### src/rtl/sram_fifo_ctrl.sv
// sram_fifo_ctrl: circular byte FIFO stored in a dual-port SRAM.
// Port 1 only writes and port 2 only reads. A 2-stage read pipe (S1 drives
// CEB2, S2 sees Q2) feeds a 3-entry out-buffer. The out-buffer is a registered
// head (rd_data) plus a 2-entry skid.
// Optional: define SRAM_FIFO_OVF_CNT_EN to build the saturating overrun counter.
module sram_fifo_ctrl #(
  parameter int AW = 10,
  parameter int DW = 8
) (
  input  logic          CLK,
  input  logic          RST,
  input  logic          wr_valid,
  input  logic [DW-1:0] wr_data,
  output logic          wr_ready,
  output logic          rd_valid,
  output logic [DW-1:0] rd_data,
  input  logic          rd_ready,
  output logic [AW:0]   count,
  output logic          full,
  output logic          empty,
  output logic [7:0]    ovf_cnt,
  output logic          CEB1,
  output logic          CMD1,
  output logic [AW-1:0] ADD1,
  output logic [DW-1:0] DIN1,
  output logic          CEB2,
  output logic          CMD2,
  output logic [AW-1:0] ADD2,
  input  logic [DW-1:0] Q2
);
  localparam int            STAGES = 1;
  localparam logic [AW:0]   DEPTH  = (AW+1)'(2**AW);

  logic [AW-1:0]        wptr, rptr;
  logic [AW:0]          avail;
  logic [STAGES:0]      vld_pipe;   // [0] = S1 (CEB2 low), [1] = S2 (Q2 valid)
  logic [1:0][DW-1:0]   sk, sk_n;
  logic [1:0]           sk_occ, sk_occ_n;
  logic                 hd_vld_n;
  logic [DW-1:0]        hd_n;
  logic                 acc, pop, issue, cap, commit;
  logic [2:0]           occ_post;

  assign CMD1     = 1'b0;
  assign CMD2     = 1'b1;
  assign CEB2     = ~vld_pipe[0];
  assign full     = (count == DEPTH);
  assign empty    = (count == '0);
  assign wr_ready = ~full;
  assign acc      = wr_valid & wr_ready;
  assign pop      = rd_valid & rd_ready;
  assign cap      = vld_pipe[STAGES];
  assign commit   = ~CEB1;

  // Slots claimed downstream after this edge's pop; in-flight reads already own one.
  assign occ_post = {2'b0, rd_valid} + {1'b0, sk_occ} - {2'b0, pop}
                  + {2'b0, vld_pipe[0]} + {2'b0, vld_pipe[1]};
  // avail only counts committed writes, so a read never races its own write.
  assign issue    = (avail != '0) && (occ_post < 3'd3);

  // Write port: one SRAM write per accepted byte, enable drops when idle.
  always_ff @(posedge CLK or posedge RST) begin
    if (RST) begin
      CEB1 <= 1'b1;
      ADD1 <= '0;
      DIN1 <= '0;
      wptr <= '0;
    end else if (acc) begin
      CEB1 <= 1'b0;
      ADD1 <= wptr;
      DIN1 <= wr_data;
      wptr <= wptr + 1'b1;
    end else begin
      CEB1 <= 1'b1;
    end
  end

  // Committed-but-unissued entry count.
  always_ff @(posedge CLK or posedge RST) begin
    if (RST) avail <= '0;
    else begin
      case ({commit, issue})
        2'b10:   avail <= avail + 1'b1;
        2'b01:   avail <= avail - 1'b1;
        default: avail <= avail;
      endcase
    end
  end

  // Read issue and read pipe valid shift register.
  always_ff @(posedge CLK or posedge RST) begin
    if (RST) begin
      vld_pipe <= '0;
      rptr     <= '0;
      ADD2     <= '0;
    end else begin
      vld_pipe[0]        <= issue;
      vld_pipe[STAGES:1] <= vld_pipe[STAGES-1:0];
      if (issue) begin
        ADD2 <= rptr;
        rptr <= rptr + 1'b1;
      end
    end
  end

  // Out-buffer next state: drop popped head, refill from skid, then place capture.
  always_comb begin
    hd_vld_n = rd_valid;
    hd_n     = rd_data;
    sk_n     = sk;
    sk_occ_n = sk_occ;
    if (pop) hd_vld_n = 1'b0;
    if (!hd_vld_n && sk_occ != 2'd0) begin
      hd_vld_n = 1'b1;
      hd_n     = sk[0];
      sk_n[0]  = sk[1];
      sk_occ_n = sk_occ - 1'b1;
    end
    if (cap) begin
      if (!hd_vld_n) begin
        hd_vld_n = 1'b1;
        hd_n     = Q2;
      end else begin
        sk_n[sk_occ_n[0]] = Q2;
        sk_occ_n          = sk_occ_n + 1'b1;
      end
    end
  end

  // Out-buffer registers; rd_data keeps its last value when empty.
  always_ff @(posedge CLK or posedge RST) begin
    if (RST) begin
      rd_valid <= 1'b0;
      rd_data  <= '0;
      sk       <= '0;
      sk_occ   <= '0;
    end else begin
      rd_valid <= hd_vld_n;
      rd_data  <= hd_n;
      sk       <= sk_n;
      sk_occ   <= sk_occ_n;
    end
  end

  // Occupancy: accepted minus delivered.
  always_ff @(posedge CLK or posedge RST) begin
    if (RST) count <= '0;
    else begin
      case ({acc, pop})
        2'b10:   count <= count + 1'b1;
        2'b01:   count <= count - 1'b1;
        default: count <= count;
      endcase
    end
  end

`ifdef SRAM_FIFO_OVF_CNT_EN
  // Saturating count of writes offered while full.
  always_ff @(posedge CLK or posedge RST) begin
    if (RST) ovf_cnt <= '0;
    else if (wr_valid && !wr_ready && ovf_cnt != 8'hFF) ovf_cnt <= ovf_cnt + 1'b1;
  end
`else
  assign ovf_cnt = '0;
`endif

endmodule

### config.mk
export PLATFORM = sky130hd
export DESIGN_NAME = sram_fifo_ctrl
export DESIGN_NICKNAME = d
export VERILOG_FILES = /design/src/rtl/sram_fifo_ctrl.sv
export SDC_FILE = /design/constraint.sdc
export NUM_CORES = 1
export LEC_CHECK = 0
export CAP_MARGIN = 5
export CORE_ASPECT_RATIO = 1.1
export CORE_MARGIN = 2
export CORE_UTILIZATION = 54
export CTS_CLUSTER_DIAMETER = 200
export CTS_CLUSTER_SIZE = 40
export DETAILED_ROUTE_END_ITERATION = 7
export PLACE_DENSITY = 0.87
export SETUP_SLACK_MARGIN = 0.3
export SLEW_MARGIN = 40
export SYNTH_ARGS = -nofsm -noshare
export SYNTH_HDL_FRONTEND = slang
export SYNTH_SLANG_ARGS = --single-unit
### constraint.sdc
create_clock -name CLK -period 6.5 [get_ports CLK]
set_input_delay 1.3 -clock CLK [delete_from_list [all_inputs] [get_ports CLK]]
set_output_delay 1.3 -clock CLK [all_outputs]
set_load 0.05 [all_outputs]
==> summary.md, run 1 <==
| Metric | Value |
|---|---|
| Hold slack final | about 380 ps |
| Combinational family with the most area after synthesis | simple AND/OR/NAND/NOR gates |
| M1 GR Usage | a little over a quarter |
| Total global routing track utilization | between 20% and 30% |
| Yosys warns | 0 |
| Top-count cell post-synth | dfrtp_1 |
| Root Driver | clkbuf_8 |
| Synth Area in Compound Gates | around 10% |
| CP Launch Type | primary input |
| Synth Instances | 490 |
| Type of element capturing the critical path | flop |
| Cts repair resizes | 0 |
| Fin nets | ~600 |
| Fin Setup TNS | 0 ps |
| Hold Fails Final Rpt | 0 |
| Vias in the first global route | approximately 4000 |
| Routed Antenna Nets | 0 |
| Final setup vio count | 0 |
| Grt ovf | 0 |
| Clk sinks | 100 |
| Pre-CTS worst setup slack | between 400 and 500 ps |
| Status | complete, no violations |
| Mapped cell area | 5260 um2 |
| Distinct cells, synth | 47 |
| Share of layout cells above drive strength 1 | 13.1% |
| CP top delay family | adder cells |
| Min-Delay Path Class | reg2reg |
| CTS tree | yes |
| Synth Area in Adders | 7.71% |
| DR vias | about 3800 |
| Pin count of the biggest net entering global routing | 80 |
| Clock transition at the registers of the reported paths | roughly 100 ps |
| Post-route insts no fill | between 600 and 700 |
| Hold Crit Start | vld_pipe[0]$_DFF_PP0_ |
| Final critical-path required period | between 5000 and 6000 ps |
| Worst Path Arrival | 5910 ps |
| Multiplexer area fraction after synthesis | approximately an eighth |
| Number of flops mapped to enable cells by yosys | 0 |
| Slew headroom | roughly 51% |
| Met3 global-route usage | about 5.3% |
| ANT cells | 0 |
| Syn Area/Cell | roughly 11 um2 |
| Fmax | between 150 and 200 MHz |
| Worst-path cell chain | clkdlybuf4s50_1 > and2_1 > ha_1 > fa_1 > inv_1 > ha_1 > inv_1 > fa_1 > xor2_1 > nand3_1 > inv_1 > ha_1 > inv_1 > fa_1 > nor2b_4 > o31a_1 > o31a_1 > mux2_4 > a2111oi_1 |
| Setup repair bufs after CTS | 0 |
| Critical Path End | avail[10]$_DFFE_PP0P_ |
| I/O pins | 83 |
| DR iter-0 viols | 176 |
| First-pass GRT wire length | approximately 18 mm |
| Post-CTS Hold Fix Bufs | 0 |
| Area Overhead vs Synth | 19.3% |
| Synth area leaders | dfrtp_1 (47%), mux2_2 (9.4%), ha_1 (6.2%) |
| Worst r2r src | rd_valid$_DFF_PP0_ |
| Top_reg_cell synth | dfrtp_1 |
| Die Span X | roughly 98 um |
| Post-Synth XOR/XNOR Area | around 5.2% |
| Worst Setup Slack, final | ~830 ps |
| # rows | 37 |
| CP startpoint | rd_ready |
| Routed WL | about 11 mm |
| Delay of the slowest critical-path stage | just over 500 ps |
| Post-synthesis simple-gate area fraction | 13.0% |
| Actual slew at the worst max-slew pin | about 730 ps |
| Core area | about 9400 um2 |
| Post-DP HPWL | 7.60 mm |
| Met2 Use GR | between 30% and 40% |
| Num CTS Buffers | 9 |
| Critical R2R Capture | avail[10]$_DFFE_PP0P_ |
| Pre-Repair DR Iteration Count | 4 |
| Number of cells on the critical path | 19 |
| Critical Path RT | roughly 6700 ps |
| Fin Clk Skew | approximately 11 ps |
| Initial Utilization | 55.9% |
| CP max stage cell | clkdlybuf4s50_1 |
| Initial antenna violation count | 0 |
| CP most frequent cell | inv_1 |
| Die height | approximately 110 um |
| Synth cell count leaders | dfrtp_1 (99), nand2_1 (69), mux2_2 (44) |
| CP bufs+invs | 5 |
| Fillcell total | a little over 700 |
| Die area | 10500 um2 |
| CTS H-tree lvls | 3 |
| Cell count of the worst reg-to-reg path | 18 |
| Setup Crit Path Kind | in2reg |
| Yosys top cell area share | a little under half |
| FF-to-FF setup slack | around 1800 ps |
| Crit-path max FO | 12 |
| DR WL/cell | between 15 and 20 um |
| Max Cap Viol | 0 |
| Residual DRC | 0 |
| Clk buf depth | 2 |
| Synth Register Bits | 100 |
| Placer congestion estimate | between 0.8 and 0.9 |
| Port bufs | 72 |
| Final Slew Violations | 0 |
| Placed Cells | 668 |
| Asr flop ratio synth | between 90% and 100% |
| RSZ-0062 raised after global routing | no |
| DR vias/cell | around 5.5 |
| Final Cycle Share | around 87% |
| Area leader, netlist | dfrtp_1 |
| Clock latency on the worst-skew pair | roughly 360 ps |
| Gr busiest metal | met2 |
| Register area share after synthesis | 47.6% |
==> layout by cell type, fill, tap and decap left out, types with 3 or more instances in the layout <==
cell type | netlist | routed
mux2i_1 | 11 | 11
xor2_1 | 12 | 12
dfrtp_1 | 99 | 99
a21o_1 | 4 | 4
inv_6 | 0 | 3
inv_1 | 24 | 23
and3_1 | 7 | 7
and4_1 | 3 | 3
conb_1 | 2 | 10
nor2_1 | 12 | 12
buf_4 | 10 | 4
nor3_1 | 7 | 7
and2_1 | 3 | 3
nand3_1 | 6 | 6
o21ai_0 | 28 | 28
o31ai_1 | 4 | 4
clkdlybuf4s50_1 | 0 | 72
o21a_1 | 5 | 5
nand2b_1 | 4 | 4
nor2b_1 | 6 | 6
a211oi_1 | 5 | 5
nor4_1 | 5 | 4
nand4_1 | 13 | 13
mux2_2 | 44 | 44
nand2_1 | 69 | 69
fa_1 | 4 | 4
ha_1 | 26 | 26
o31a_1 | 4 | 4
xnor2_1 | 19 | 19
a21oi_1 | 16 | 16
clkbuf_8 | 0 | 9
==> sequential cells by signal (all words and copies together), names as in the netlist <==
| register | flops |
|---|---|
| DIN1 | 8 |
| sk | 16 |
| avail | 11 |
| count | 11 |
| vld_pipe | 2 |
| rd_data | 8 |
| rptr | 10 |
| ADD1 | 10 |
| ADD2 | 10 |
| wptr | 10 |
| rd_valid | 1 |
| CEB1 | 1 |
| sk_occ | 2 |
==> kinds of logic (layout without fill, tap and decap cells) <==
| group | count (synthesis) | after routing |
|---|---|---|
| adders and majority gates | 30 | 30 |
| and+or+nand+nor | 140 | 140 |
| muxes | 57 | 57 |
| xor gates and xnor gates | 31 | 31 |
| AOI/OAI and AO/OA | 82 | 82 |
| other | 2 | 10 |
| DFF | 100 | 100 |
| buffers and inverters | 48 | 117 |
==> area by class of cell <==
cell class / instances / area [um2] / area share (%)
Clock buffer: 9 / 124 / 1.98
Clock inverter: 7 / 67.6 / 1.08
Inverter: 24 / 92.6 / 1.48
Multi-Input combinational cell: 350 / 2570 / 41.0
Sequential cell: 100 / 2500 / 39.9
Tap cell: 117 / 146 / 2.33
Timing Repair Buffer: 77 / 762 / 12.2
==> per-layer routing <==
| metal | vias to the layer above | wire length (um) |
|---|---|---|
| met5 | - | 0 |
| met4 | 0 | 114 |
| met3 | 10 | 581 |
| met2 | 84 | 5270 |
| met1 | 1853 | 4530 |
| li1 | 1847 | - |
==> worst min-delay path by stage <==
stage          slack (ps)  depth (start not counted)                     to
2_1_floorplan         350                          0  vld_pipe[1]$_DFF_PP0_
3_3_place_gp          360                          0  vld_pipe[1]$_DFF_PP0_
3_5_place_dp          360                          0  vld_pipe[1]$_DFF_PP0_
4_1_cts               380                          0  vld_pipe[1]$_DFF_PP0_
5_1_grt               400                          0  vld_pipe[1]$_DFF_PP0_
6_report              380                          0  vld_pipe[1]$_DFF_PP0_
==> metrics by stage <==
step / cell area, um2 / util [%]
2_1_floorplan: 5290 / -
4_1_cts: 6260 / 66.6
3_5_place_dp: 6070 / 64.6
6_report: 6270 / 66.7
5_1_grt: 6270 / 66.7
3_3_place_gp: 6070 / 64.6
Power of run 1 is left out: the tool's default activity adds up to more than one toggle a clock period on the data nets, which glitch-free logic cannot reach.
==> inputs of run 2 (changes only) <==
--- a/config.mk
+++ b/config.mk
@@ -9,7 +9,6 @@
 export CORE_ASPECT_RATIO = 1.1
 export CORE_MARGIN = 2
 export CORE_UTILIZATION = 54
-export CTS_CLUSTER_DIAMETER = 200
 export CTS_CLUSTER_SIZE = 40
 export DETAILED_ROUTE_END_ITERATION = 7
 export PLACE_DENSITY = 0.87
==> results of run 2 <==
Final layout, timing and power as in run 1 (identical DEF).
Power of run 2 is left out for the same reason.
==> inputs of run 3 (changes only) <==
--- a/config.mk
+++ b/config.mk
@@ -11,7 +11,7 @@
 export CORE_UTILIZATION = 54
 export CTS_CLUSTER_SIZE = 40
 export DETAILED_ROUTE_END_ITERATION = 7
-export PLACE_DENSITY = 0.87
+export PLACE_DENSITY = 0.83
 export SETUP_SLACK_MARGIN = 0.3
 export SLEW_MARGIN = 40
 export SYNTH_ARGS = -nofsm -noshare
==> summary.md, run 3 (synthesized netlist as in run 1, its figures left out) <==
| Metric | Value |
|---|---|
| Reg area | roughly 2500 um2 |
| Hold Fails Final Rpt | 0 |
| Fillcell total | approximately 730 |
| Clock transition at the registers of the reported paths | about 100 ps |
| Final Slew Violations | 0 |
| Leading cell type in the layout, fill and taps excluded | dfrtp_1 |
| First-pass GRT wire length | 17.9 mm |
| Worst r2r src | rd_valid$_DFF_PP0_ |
| Critical R2R Capture | avail[10]$_DFFE_PP0P_ |
| RSZ-0062 raised after global routing | no |
| Min-Delay Path Class | reg2reg |
| Post-DP HPWL | 7.62 mm |
| I/O pins | 83 |
| Status | complete, no violations |
| Fmax | about 180 MHz |
| Type of element capturing the critical path | flop |
| FF-to-FF setup slack | 1750 ps |
| DR iter-0 viols | 237 |
| Cell count of the worst reg-to-reg path | 18 |
| Top reg by flops | sk |
| Placer congestion estimate | about 0.92 |
| Pin count of the biggest net entering global routing | between 80 and 90 |
| Hold Crit Start | vld_pipe[0]$_DFF_PP0_ |
| Routed WL | 10.6 mm |
| Setup repair bufs after CTS | 0 |
| DR vias | around 3800 |
| Footprint of the multi-input gates | approximately 2600 um2 |
| Grt ovf | 0 |
| Initial Utilization | 55.9% |
| Actual slew at the worst max-slew pin | 789 ps |
| Routed Antenna Nets | 0 |
| Die Span X | 98.1 um |
| Fin nets | slightly above 600 |
| ANT cells | 0 |
| Residual DRC | 0 |
| Total global routing track utilization | a little over a fifth |
| Clk buf depth | 2 |
| Share of layout cells above drive strength 1 | approximately 13% |
| CP Launch Type | primary input |
| Cts repair resizes | 0 |
| Die height | 107 um |
| Worst Path Arrival | roughly 5900 ps |
| Critical Path RT | roughly 6700 ps |
| Max FFs per register | 16 |
| Fin Setup TNS | 0 ps |
| Area Overhead vs Synth | 19.3% |
| Initial antenna violation count | 0 |
| Fin Clk Skew | around 11 ps |
| Most frequent cells in the layout | dfrtp_1 (99), clkdlybuf4s50_1 (72), nand2_1 (69) |
| Crit-path max FO | 12 |
| Root Driver | clkbuf_8 |
| Final setup vio count | 0 |
| Clk sinks | 100 |
| Final critical-path required period | around 5700 ps |
| CTS H-tree lvls | 3 |
| Worst Hold End | vld_pipe[1]$_DFF_PP0_ |
| DR vias/cell | 5.54 |
| Num CTS Buffers | 9 |
| Hold depth | 0 |
| Vias in the first global route | a little under 4000 |
| # rows | 37 |
| DR WL/cell | between 15 and 20 um |
| Final Cycle Share | 87.5% |
| Max Cap Viol | 0 |
| Core area | between 9000 and 10000 um2 |
| Die area | 10500 um2 |
| Port bufs | 72 |
| Setup Crit Path Kind | in2reg |
| Clock latency on the worst-skew pair | approximately 370 ps |
| Slew headroom | 46.9% |
| Top flop regs | sk x16, avail x11, count x11 |
| CTS tree | yes |
| Post-CTS Hold Fix Bufs | 0 |
| Pre-Repair DR Iteration Count | 5 |
==> run 3: worst max path at each step <==
stage	slack, ps	end	cells past startpoint	start
after CTS	810	avail[10]$_DFFE_PP0P_	19	rd_ready
after global routing	540	avail[10]$_DFFE_PP0P_	19	rd_ready
after global placement	640	avail[10]$_DFFE_PP0P_	19	rd_ready
after detailed placement	450	avail[10]$_DFFE_PP0P_	19	rd_ready
final	810	avail[10]$_DFFE_PP0P_	19	rd_ready
after floorplan	960	avail[10]$_DFFE_PP0P_	19	rd_ready
==> run 3: layout make-up <==
type | count | share of cell area [%]
clock buffer | 9 | 1.97
tap | 117 | 2.33
clock inverter | 7 | 1.18
multi-input combinational | 350 | 40.9
inverter | 24 | 1.48
timing repair buffer | 77 | 12.2
sequential | 100 | 39.9
==> run 3: critical path: stages <==
cell and delay (ps):
clkdlybuf4s50_1 490, and2_1 180, ha_1 250, fa_1 430
inv_1 70, ha_1 130, inv_1 40, fa_1 470
nand2b_1 100, nand3_1 80, inv_1 80, ha_1 440
inv_1 170, fa_1 470, nor2b_4 150, o31a_1 200
o31a_1 210, mux2_4 320, a2111oi_1 340
==> run 3: layer usage <==
| layer | part of all wire [%] | track usage, % | vias to the layer above |
|---|---|---|---|
| li1 | - | - | 1848 |
| met4 | 0.97 | 7.04 | 0 |
| met3 | 5.4 | 4.42 | 9 |
| met1 | 43 | 26.5 | 1845 |
| met2 | 50 | 35.7 | 89 |
| met5 | 0 | 0 | - |
==> run 3: stage by stage <==
stage	setup WS, ps	util (%)	std cells	hold slack [ps]	area (um2)
final	811	66.7	684	395	6270
after floorplan	957	-	498	354	5290
after CTS	807	66.7	684	398	6270
after global placement	641	64.6	668	360	6070
after detailed placement	450	64.6	668	375	6070
after global routing	538	66.7	684	412	6270
Power of run 3 is left out for the same reason.
